<file path="config.mk">
export PLATFORM = sky130hd
export DESIGN_NAME = seq_multiplier
export DESIGN_NICKNAME = d
export VERILOG_FILES = /design/src/rtl/seq_multiplier.sv
export SDC_FILE = /design/constraint.sdc
export NUM_CORES = 1
export LEC_CHECK = 0
export BUFFER_PORTS_ARGS = -buffer_cell sky130_fd_sc_hd__buf_2
export CAP_MARGIN = 0
export CORE_MARGIN = 2
export CORE_UTILIZATION = 40
export DETAILED_ROUTE_END_ITERATION = 8
export GPL_TIMING_DRIVEN = 0
export HOLD_SLACK_MARGIN = 0.15
export SETUP_SLACK_MARGIN = 0.3
export SLEW_MARGIN = 30
export SYNTH_ARGS = -nofsm -noshare
export SYNTH_HDL_FRONTEND = slang
export SYNTH_SLANG_ARGS = --single-unit
</file>
<file path="constraint.sdc">
create_clock -name clk -period 4.05 [get_ports clk]
set_input_delay 0.81 -clock clk [delete_from_list [all_inputs] [get_ports clk]]
set_output_delay 0.81 -clock clk [all_outputs]
set_load 0.005 [all_outputs]
</file>
<file path="src/rtl/seq_multiplier.sv">
// Multi-cycle 32x32 shift-add multiplier (MULT/MULTU) for the EX stage.
// Each iteration adds the multiplicand through a local 32-bit carry-select adder.

module seq_mul_csa32 (
    input  logic [31:0] i_a,
    input  logic [31:0] i_b,
    input  logic        i_ci,
    output logic [31:0] o_sum,
    output logic        o_co
);
    logic [4:0] w_c;
    assign w_c[0] = i_ci;

    // Each byte computes both carry-in outcomes; the incoming carry picks one.
    for (genvar g = 0; g < 4; g++) begin : g_blk
        logic [8:0] w_s0;
        logic [8:0] w_s1;
        assign w_s0 = {1'b0, i_a[g*8 +: 8]} + {1'b0, i_b[g*8 +: 8]};
        assign w_s1 = {1'b0, i_a[g*8 +: 8]} + {1'b0, i_b[g*8 +: 8]} + 9'd1;
        assign o_sum[g*8 +: 8] = w_c[g] ? w_s1[7:0] : w_s0[7:0];
        assign w_c[g+1]        = w_c[g] ? w_s1[8]   : w_s0[8];
    end

    assign o_co = w_c[4];
endmodule

module seq_multiplier #(
    parameter int WIDTH = 32
) (
    input  logic             clk,
    input  logic             rst,
    input  logic             start,
    input  logic             is_signed,
    input  logic [WIDTH-1:0] a,
    input  logic [WIDTH-1:0] b,
    output logic             busy,
    output logic             done,
    output logic [WIDTH-1:0] hi,
    output logic [WIDTH-1:0] lo
);
    typedef enum logic [1:0] {S_IDLE, S_RUN, S_FIX, S_DONE} state_t;

    state_t             r_state;
    state_t             w_next;
    logic [WIDTH-1:0]   r_mcand;
    logic [WIDTH-1:0]   r_mplier;
    logic [2*WIDTH-1:0] r_acc;
    logic [5:0]         r_cnt;
    logic               r_neg;
    logic [WIDTH-1:0]   r_hi;
    logic [WIDTH-1:0]   r_lo;

    logic               w_accept;
    logic [WIDTH-1:0]   w_abs_a;
    logic [WIDTH-1:0]   w_abs_b;
    logic [WIDTH-1:0]   w_sum;
    logic               w_co;

    seq_mul_csa32 u_add (
        .i_a   (r_acc[2*WIDTH-1:WIDTH]),
        .i_b   (r_mcand),
        .i_ci  (1'b0),
        .o_sum (w_sum),
        .o_co  (w_co)
    );

    assign w_accept = start && (r_state == S_IDLE || r_state == S_DONE);
    // 0x80000000 negates to itself, which read as unsigned is the right magnitude.
    assign w_abs_a  = (is_signed && a[WIDTH-1]) ? (~a + 1'b1) : a;
    assign w_abs_b  = (is_signed && b[WIDTH-1]) ? (~b + 1'b1) : b;

    always_comb begin
        w_next = r_state;
        case (r_state)
            S_IDLE:  if (start) w_next = S_RUN;
            S_RUN:   if (r_cnt == 6'd31) w_next = S_FIX;
            S_FIX:   w_next = S_DONE;
            S_DONE:  w_next = start ? S_RUN : S_IDLE;
            default: w_next = S_IDLE;
        endcase
    end

    always_ff @(posedge clk) begin
        if (rst) begin
            r_state  <= S_IDLE;
            r_mcand  <= '0;
            r_mplier <= '0;
            r_acc    <= '0;
            r_cnt    <= '0;
            r_neg    <= 1'b0;
            r_hi     <= '0;
            r_lo     <= '0;
        end else begin
            r_state <= w_next;
            if (w_accept) begin
                r_mcand  <= w_abs_a;
                r_mplier <= w_abs_b;
                r_neg    <= is_signed & (a[WIDTH-1] ^ b[WIDTH-1]);
                r_acc    <= '0;
                r_cnt    <= '0;
            end else if (r_state == S_RUN) begin
                // Adder carry-out becomes the new top bit as the accumulator shifts right.
                r_acc    <= r_mplier[0] ? {w_co, w_sum, r_acc[WIDTH-1:1]}
                                        : {1'b0, r_acc[2*WIDTH-1:1]};
                r_mplier <= r_mplier >> 1;
                r_cnt    <= r_cnt + 6'd1;
            end else if (r_state == S_FIX) begin
                {r_hi, r_lo} <= r_neg ? (~r_acc + 1'b1) : r_acc;
            end
        end
    end

    assign busy = (r_state == S_RUN) || (r_state == S_FIX);
    assign done = (r_state == S_DONE);
    assign hi   = r_hi;
    assign lo   = r_lo;
endmodule

</file>
==> results of run 1 <==
==> worst min-delay path, cell delays in order, from the launching register on <==
cell                       delay (ns)
sky130_fd_sc_hd__dfxtp_1         0.31
sky130_fd_sc_hd__nor2_1          0.08
sky130_fd_sc_hd__a211oi_1        0.05
==> power groups by stage <==
stage | Sequential (mW) | Combinational, mW | Clock [mW]
6_report | 2.97 | 3.66 | 2.05
5_1_grt | 3.04 | 4.13 | 2.18
4_1_cts | 2.96 | 3.69 | 2.10
3_5_place_dp | 3.00 | 3.67 | 0
3_3_place_gp | 2.99 | 3.62 | 0
2_1_floorplan | 2.87 | 2.67 | 0
==> logic make-up after synthesis <==
family,count (synthesis),synth area share
xor+xnor,162,0.121
flops,201,0.341
compound gates,339,0.196
fa+ha+maj,48,0.0535
buf+inv,114,0.0370
simple gates,443,0.175
mux,90,0.0764
==> state kept, by name, indices dropped and copies added (netlist names) <==
register  cells
r_acc        64
lo           32
hi           32
r_neg         1
r_mcand      32
r_state       2
r_cnt         6
r_mplier     32
==> through the flow <==
stage | instance area, µm² | hold slack [ns]
after floorplan | 11800 | 0.441
after CTS | 13700 | 0.482
after detailed placement | 12900 | 0.474
after global placement | 12900 | 0.471
after global routing | 13700 | 0.495
final | 13700 | 0.481
==> final cells by class <==
class / instances / area, µm²
plain buffers: 82 / 317
clock inverters: 8 / 104
well taps: 384 / 480
multi-input cells: 1082 / 7350
repair buffers: 133 / 668
fillers: 2933 / 15200
clock buffers: 30 / 632
inverters: 32 / 120
flip-flops and latches: 201 / 4020
==> metal layers <==
| metal | vias up | share of wire |
|---|---|---|
| met5 | - | 0 |
| met3 | 31 | 0.044 |
| met2 | 222 | 0.44 |
| met1 | 4781 | 0.50 |
| li1 | 5306 | - |
| met4 | 0 | 0.015 |
==> cell usage after synthesis (all sizes together), types with 7 or more instances <==
master / number
a211oi: 121
a21o: 10
a21oi: 65
a311oi: 7
buf: 14
clkbuf: 68
dfxtp: 201
ha: 44
inv: 31
mux2i: 90
nand2: 71
nand2b: 17
nand3: 11
nand4: 10
nor2: 246
nor3: 16
nor4: 16
o21ai: 56
o22ai: 8
o31ai: 31
o41ai: 14
or3: 17
or4: 14
xnor2: 57
xor2: 105
==> how the worst min path moves through the flow <==
| stage | cells after the start | to | slack (ns) |
|---|---|---|---|
| 3_5_place_dp | 2 | lo[14] | 0.47 |
| 2_1_floorplan | 2 | r_mcand[0] | 0.44 |
| 3_3_place_gp | 2 | r_cnt[5] | 0.47 |
| 5_1_grt | 2 | lo[14] | 0.49 |
| 6_report | 2 | lo[12] | 0.48 |
| 4_1_cts | 2 | lo[14] | 0.48 |
==> timing repair <==
item	4_1_cts	5_1_grt
resized for setup	0	2
setup buffers	0	1
setup endpoints to repair	0	12
==> impl_metrics.prom, run 1 <==
# TYPE chip_impl_metric gauge
chip_impl_metric{name="track_usage",unit=""} 0.205
chip_impl_metric{name="net_count_final",unit=""} 1671
chip_impl_metric{name="met2_usage_grt",unit=""} 0.328
chip_impl_info{name="hp-start",value="lo[12]"} 1
chip_impl_info{name="cp_cell_sequence",value="ha_1 -> fa_1 -> a21o_1 -> a21oi_1 -> xnor2_1 -> nand4_1 -> nor4b_4 -> xor2_4 -> and4_1 -> nor2_4 -> nand2_1 -> and3_1 -> o31a_1"} 1
chip_impl_metric{name="clock_power_share",unit=""} 0.236
chip_impl_metric{name="asyncSetResetFlopFracSynth",unit=""} 0
chip_impl_metric{name="cts_hold_repair.buffers",unit=""} 0
chip_impl_metric{name="ys_ff_latch",unit=""} 201
chip_impl_metric{name="timing.critical_path.required",unit="ns"} 4.46
chip_impl_metric{name="dp.cells",unit=""} 1913
chip_impl_metric{name="drt-pass1-iter-count",unit=""} 5
chip_impl_metric{name="clock_tree.buffer_depth",unit=""} 3
chip_impl_metric{name="critical_path_buf_inv_count",unit=""} 0
chip_impl_metric{name="design.die.area",unit="µm²"} 30900
chip_impl_metric{name="synth_area_per_cell",unit="µm²"} 8.44
chip_impl_metric{name="p_leak",unit="nW"} 5.44
chip_impl_metric{name="ir_worst_vdd",unit="mV"} 0.313
chip_impl_metric{name="critical_path_depth",unit=""} 13
chip_impl_metric{name="vias_per_cell",unit=""} 5.30
chip_impl_metric{name="cell_area_after_synthesis",unit="µm²"} 11800
chip_impl_info{name="critPathLaunch",value="r_acc[40]"} 1
chip_impl_metric{name="seq_area_frac_synth",unit=""} 0.341
chip_impl_metric{name="synth-edff-count",unit=""} 0
chip_impl_metric{name="synth_net_count",unit=""} 1513
chip_impl_metric{name="grt_max_degree",unit=""} 14
chip_impl_info{name="worstSetupPathType",value="reg -> reg"} 1
chip_impl_metric{name="post_layout_nonfiller_instances",unit=""} 1952
chip_impl_info{name="synth_top_cells_by_area",value="sky130_fd_sc_hd__dfxtp_1 34%, sky130_fd_sc_hd__nor2_1 7.8%, sky130_fd_sc_hd__xor2_1 7.7%"} 1
chip_impl_metric{name="power_per_cell_area",unit="nW/µm²"} 634
chip_impl_metric{name="clock_input_transition_at_the_sequential_cells_of_the_worst_setup_and_hold_paths",unit="ns"} 0.06
chip_impl_info{name="end_of_the_worst_register_to_register_path",value="r_acc[60]"} 1
chip_impl_metric{name="drv_slew",unit=""} 0
chip_impl_metric{name="wire_per_inst",unit="µm"} 16.3
chip_impl_metric{name="detailroute.via_count",unit=""} 10340
chip_impl_metric{name="first_iter_violations",unit=""} 547
chip_impl_metric{name="finalSetupViolCount",unit=""} 0
chip_impl_metric{name="placementRows",unit=""} 62
chip_impl_metric{name="max_clock_freq",unit="MHz"} 285
chip_impl_metric{name="timing.critical_path.arrival",unit="ns"} 3.92
chip_impl_info{name="worst_setup_path_endpoint",value="r_acc[60]"} 1
chip_impl_info{name="synth_largest_area_cell",value="sky130_fd_sc_hd__dfxtp_1"} 1
chip_impl_info{name="cts_tree",value="built"} 1
chip_impl_metric{name="total_core_area",unit="µm²"} 28900
chip_impl_metric{name="syn_to_final_growth",unit="%"} 16.1
chip_impl_metric{name="clock-sinks",unit=""} 201
chip_impl_metric{name="yosysWarningCount",unit=""} 0
chip_impl_metric{name="final_min_period_over_clock_period",unit=""} 0.865
chip_impl_metric{name="grtUsageMet1",unit=""} 0.299
chip_impl_metric{name="final.setup.worst_slack",unit="ns"} 0.545
chip_impl_info{name="critPathCaptureType",value="flip-flop"} 1
chip_impl_metric{name="antenna_violations_before_repair",unit=""} 0
chip_impl_metric{name="die-width",unit="µm"} 176
chip_impl_metric{name="syn_inst",unit=""} 1397
chip_impl_metric{name="io_buffers",unit=""} 132
chip_impl_metric{name="power.internal",unit="mW"} 5.19
chip_impl_metric{name="synth_top_cell_area_share",unit=""} 0.341
chip_impl_info{name="setup.worst_path.start_class",value="flip-flop"} 1
chip_impl_info{name="layout.cells.most_common",value="sky130_fd_sc_hd__nor2_1"} 1
chip_impl_metric{name="antennaDiodeCount",unit=""} 0
chip_impl_metric{name="grt_first_pass_wirelength",unit="mm"} 51.7
chip_impl_info{name="crit_family",value="simple AND/OR/NAND/NOR gates"} 1
chip_impl_info{name="gr-max-usage-layer",value="met2"} 1
chip_impl_metric{name="clock_latency",unit="ns"} 0.52
chip_impl_metric{name="ys_types",unit=""} 66
chip_impl_metric{name="initial_core_util",unit=""} 0.409
chip_impl_metric{name="drcViolationCount",unit=""} 0
chip_impl_info{name="hold_path_class",value="reg -> reg"} 1
chip_impl_metric{name="timing.max_cap.violations",unit=""} 0
chip_impl_metric{name="route.antenna.remaining_nets",unit=""} 0
chip_impl_info{name="critical_path.reg2reg.startpoint",value="r_acc[40]"} 1
chip_impl_metric{name="final_util",unit=""} 0.474
chip_impl_metric{name="cts_made_buffers",unit=""} 23
chip_impl_metric{name="place_hpwl",unit="mm"} 24.6
chip_impl_metric{name="reg2regPathDepth",unit=""} 13
chip_impl_metric{name="share_seq_of_total_power",unit=""} 0.342
chip_impl_metric{name="globalRouteMet3Util",unit=""} 0.0214
chip_impl_info{name="outcome",value="finished clean"} 1
chip_impl_metric{name="global_route.overflow_total",unit=""} 0
chip_impl_metric{name="post-route-min-period",unit="ns"} 3.50
chip_impl_info{name="crit_path_top_delay_cell",value="sky130_fd_sc_hd__dfxtp_1"} 1
chip_impl_metric{name="timing.final.hold_violations",unit=""} 0
chip_impl_metric{name="wirelength",unit="mm"} 31.9
chip_impl_metric{name="final_layout_size_suffix_gt1_frac",unit=""} 0.122
chip_impl_metric{name="setup_tns",unit="ns"} 0
chip_impl_metric{name="comb_power_share",unit=""} 0.422
chip_impl_metric{name="die_h",unit="µm"} 176
chip_impl_metric{name="first_global_vias",unit=""} 9689
chip_impl_metric{name="timing.critical_path.fanout_max",unit=""} 10
chip_impl_info{name="final_cell_mix",value="244 x sky130_fd_sc_hd__nor2_1, 201 x sky130_fd_sc_hd__dfxtp_1, 133 x sky130_fd_sc_hd__buf_2"} 1
chip_impl_info{name="clockRootBuffer",value="sky130_fd_sc_hd__clkbuf_16"} 1
chip_impl_metric{name="top_level_ports",unit=""} 134
chip_impl_metric{name="worst_slew_pin_slew",unit="ns"} 0.915
chip_impl_metric{name="critical_path.max_stage_delay",unit="ns"} 0.40
chip_impl_metric{name="power.total",unit="mW"} 8.68
chip_impl_metric{name="power.switching",unit="mW"} 3.49
chip_impl_metric{name="dp_worst_setup_slack",unit="ns"} 0.398
chip_impl_metric{name="slew-limit-headroom",unit=""} 0.390
chip_impl_metric{name="worst_clock_skew",unit="ns"} 0.0243
chip_impl_metric{name="p_sw_frac",unit=""} 0.402
chip_impl_info{name="dominantRegCellSynth",value="sky130_fd_sc_hd__dfxtp_1"} 1
chip_impl_metric{name="clock_tree.htree_level_count",unit=""} 1
chip_impl_metric{name="regToRegSetupSlack",unit="ns"} 0.55
chip_impl_info{name="rsz0062_at_grt",value="false"} 1
chip_impl_metric{name="place_congestion",unit=""} 0.894
Note: power is estimated with default switching activity, not from simulation.
==> inputs of run 2 (changes only) <==
--- a/config.mk
+++ b/config.mk
@@ -7,6 +7,7 @@
 export LEC_CHECK = 0
 export BUFFER_PORTS_ARGS = -buffer_cell sky130_fd_sc_hd__buf_2
 export CAP_MARGIN = 0
+export CORE_ASPECT_RATIO = 1.75
 export CORE_MARGIN = 2
 export CORE_UTILIZATION = 40
 export DETAILED_ROUTE_END_ITERATION = 8
==> run 2 against run 1 <==
First-iteration DRC count fell by 34%. Cell count did not move. Global-route usage rose by 0.79 points. Setup slack got worse by 0.044 ns. Power fell by 1.4%. Worst hold slack barely moved. Clock power fell by 7%. Wire length rose by 3.9%. Sequential power barely moved. Combinational power rose by 1%. Largest cell class unchanged.
==> impl_metrics.prom, run 2 (synthesis results as in run 1) <==
# TYPE chip_impl_metric gauge
chip_impl_metric{name="io_buffers",unit=""} 132
chip_impl_metric{name="worst_slew_pin_slew",unit="ns"} 0.905
chip_impl_metric{name="grt_max_degree",unit=""} 15
chip_impl_metric{name="timing.critical_path.arrival",unit="ns"} 3.93
chip_impl_metric{name="clock_tree.buffer_depth",unit=""} 3
chip_impl_metric{name="finalSetupViolCount",unit=""} 0
chip_impl_metric{name="placementRows",unit=""} 83
chip_impl_metric{name="cts_made_buffers",unit=""} 21
chip_impl_metric{name="track_usage",unit=""} 0.213
chip_impl_metric{name="net_count_final",unit=""} 1673
chip_impl_info{name="clockRootBuffer",value="sky130_fd_sc_hd__clkbuf_16"} 1
chip_impl_info{name="setup.worst_path.start_class",value="flip-flop"} 1
chip_impl_metric{name="wire_per_inst",unit="µm"} 17.0
chip_impl_metric{name="detailroute.via_count",unit=""} 10400
chip_impl_metric{name="clock_power_share",unit=""} 0.223
chip_impl_metric{name="setup_tns",unit="ns"} 0
chip_impl_info{name="hold_path_class",value="reg -> reg"} 1
chip_impl_metric{name="drt-pass1-iter-count",unit=""} 5
chip_impl_metric{name="drcViolationCount",unit=""} 0
chip_impl_metric{name="clock_latency",unit="ns"} 0.52
chip_impl_metric{name="comb_power_share",unit=""} 0.433
chip_impl_metric{name="place_hpwl",unit="mm"} 26.5
chip_impl_metric{name="vias_per_cell",unit=""} 5.33
chip_impl_metric{name="grt_first_pass_wirelength",unit="mm"} 53.1
chip_impl_info{name="outcome",value="finished clean"} 1
chip_impl_metric{name="post-route-min-period",unit="ns"} 3.55
chip_impl_metric{name="timing.critical_path.required",unit="ns"} 4.43
chip_impl_metric{name="largest_reg_flops",unit=""} 64
chip_impl_metric{name="global_route.overflow_total",unit=""} 0
chip_impl_metric{name="power.internal",unit="mW"} 5.06
chip_impl_info{name="cts_tree",value="built"} 1
chip_impl_metric{name="p_sw_frac",unit=""} 0.409
chip_impl_metric{name="die_h",unit="µm"} 231
chip_impl_metric{name="post-route-cell-area",unit="µm²"} 13700
chip_impl_metric{name="timing.max_cap.violations",unit=""} 0
chip_impl_metric{name="first_iter_violations",unit=""} 363
chip_impl_metric{name="clock_tree.htree_level_count",unit=""} 1
chip_impl_metric{name="clock_input_transition_at_the_sequential_cells_of_the_worst_setup_and_hold_paths",unit="ns"} 0.07
chip_impl_info{name="worstSetupPathType",value="reg -> reg"} 1
chip_impl_metric{name="detailed_place.area",unit="µm²"} 12900
chip_impl_metric{name="final_min_period_over_clock_period",unit=""} 0.876
chip_impl_metric{name="cts_hold_repair.buffers",unit=""} 0
chip_impl_metric{name="timing.final.hold_violations",unit=""} 0
chip_impl_metric{name="antenna_violations_before_repair",unit=""} 0
chip_impl_metric{name="place_congestion",unit=""} 0.882
chip_impl_metric{name="die-width",unit="µm"} 134
chip_impl_info{name="layout.cells.most_common",value="sky130_fd_sc_hd__nor2_1"} 1
chip_impl_metric{name="max_clock_freq",unit="MHz"} 282
chip_impl_info{name="top_register",value="r_acc"} 1
chip_impl_metric{name="top_level_ports",unit=""} 134
chip_impl_metric{name="power.switching",unit="mW"} 3.51
chip_impl_metric{name="total_core_area",unit="µm²"} 29200
chip_impl_info{name="rsz0062_at_grt",value="false"} 1
chip_impl_metric{name="share_seq_of_total_power",unit=""} 0.344
chip_impl_metric{name="syn_to_final_growth",unit="%"} 15.8
chip_impl_metric{name="final_util",unit=""} 0.468
chip_impl_metric{name="drv_slew",unit=""} 0
chip_impl_metric{name="design.die.area",unit="µm²"} 30900
chip_impl_metric{name="ir_worst_vdd",unit="mV"} 0.310
chip_impl_metric{name="initial_core_util",unit=""} 0.404
chip_impl_metric{name="p_leak",unit="nW"} 5.45
chip_impl_metric{name="timing.critical_path.fanout_max",unit=""} 8
chip_impl_metric{name="slew-limit-headroom",unit=""} 0.397
chip_impl_metric{name="route.antenna.remaining_nets",unit=""} 0
chip_impl_metric{name="antennaDiodeCount",unit=""} 0
chip_impl_info{name="critPathCaptureType",value="flip-flop"} 1
chip_impl_metric{name="clock-sinks",unit=""} 201
chip_impl_metric{name="power_per_cell_area",unit="nW/µm²"} 627
chip_impl_metric{name="power.total",unit="mW"} 8.56
chip_impl_metric{name="worst_clock_skew",unit="ns"} 0.0278
chip_impl_metric{name="first_global_vias",unit=""} 10392
chip_impl_metric{name="final_layout_size_suffix_gt1_frac",unit=""} 0.124
chip_impl_metric{name="wirelength",unit="mm"} 33.1
chip_impl_info{name="final_cell_mix",value="244 x sky130_fd_sc_hd__nor2_1, 201 x sky130_fd_sc_hd__dfxtp_1, 133 x sky130_fd_sc_hd__buf_2"} 1
-- run 2: final cells by class --
type	instances	area, µm²
Inverter	32	120
Fill cell	2951	15500
Multi-Input combinational cell	1082	7350
Clock inverter	6	43.8
Sequential cell	201	4020
Tap cell	382	478
Clock buffer	30	629
Timing Repair Buffer	137	698
Buffer	82	317
-- run 2: stage by stage --
step	hold WS (ns)	std cells	setup slack (ns)
floorplan	0.441	1397	0.754
global placement	0.475	1911	0.368
detailed placement	0.477	1911	0.356
CTS	0.485	1947	0.382
global route	0.499	1952	0.337
finish	0.481	1952	0.501
-- run 2: layer usage --
layer | track usage | share of wire
met5 | 0 | 0
met1 | 0.223 | 0.38
met4 | 0.0908 | 0.039
met3 | 0.0230 | 0.031
met2 | 0.420 | 0.55
-- run 2: final timing paths --
check,start,end,slack [ns],cells after the start
max reg2reg,r_acc[40],r_acc[56],0.50,13
max,r_acc[40],r_acc[56],0.50,13
min,lo[21],lo[21],0.48,2
min reg2reg,lo[21],lo[21],0.48,2
-- run 2: power by group through the flow --
stage	clock (mW)	combinational, mW	sequential, mW
2_1_floorplan	0	2.67	2.87
3_3_place_gp	0	3.69	2.97
3_5_place_dp	0	3.72	2.99
4_1_cts	1.95	3.74	2.95
5_1_grt	2.01	4.14	3.02
6_report	1.91	3.71	2.94
-- run 2: timing repair --
| action | CTS | global route |
|---|---|---|
| hold endpoints to repair | 0 | 0 |
| gates resized for setup | 0 | 2 |
| setup endpoints to repair | 0 | 7 |
| setup buffers | 0 | 5 |
-- run 2: worst max-delay path, cell delays in order (launching register included) --
cell                       delay, ns
sky130_fd_sc_hd__dfxtp_1        0.40
sky130_fd_sc_hd__ha_1           0.25
sky130_fd_sc_hd__fa_1           0.40
sky130_fd_sc_hd__a21o_1         0.20
sky130_fd_sc_hd__a21oi_1        0.19
sky130_fd_sc_hd__xnor2_1        0.20
sky130_fd_sc_hd__nand4_1        0.24
sky130_fd_sc_hd__nor4b_4        0.38
sky130_fd_sc_hd__xor2_4         0.26
sky130_fd_sc_hd__and4_1         0.29
sky130_fd_sc_hd__nor2_4         0.08
sky130_fd_sc_hd__buf_4          0.15
sky130_fd_sc_hd__a211oi_1       0.26
sky130_fd_sc_hd__o32ai_1        0.13
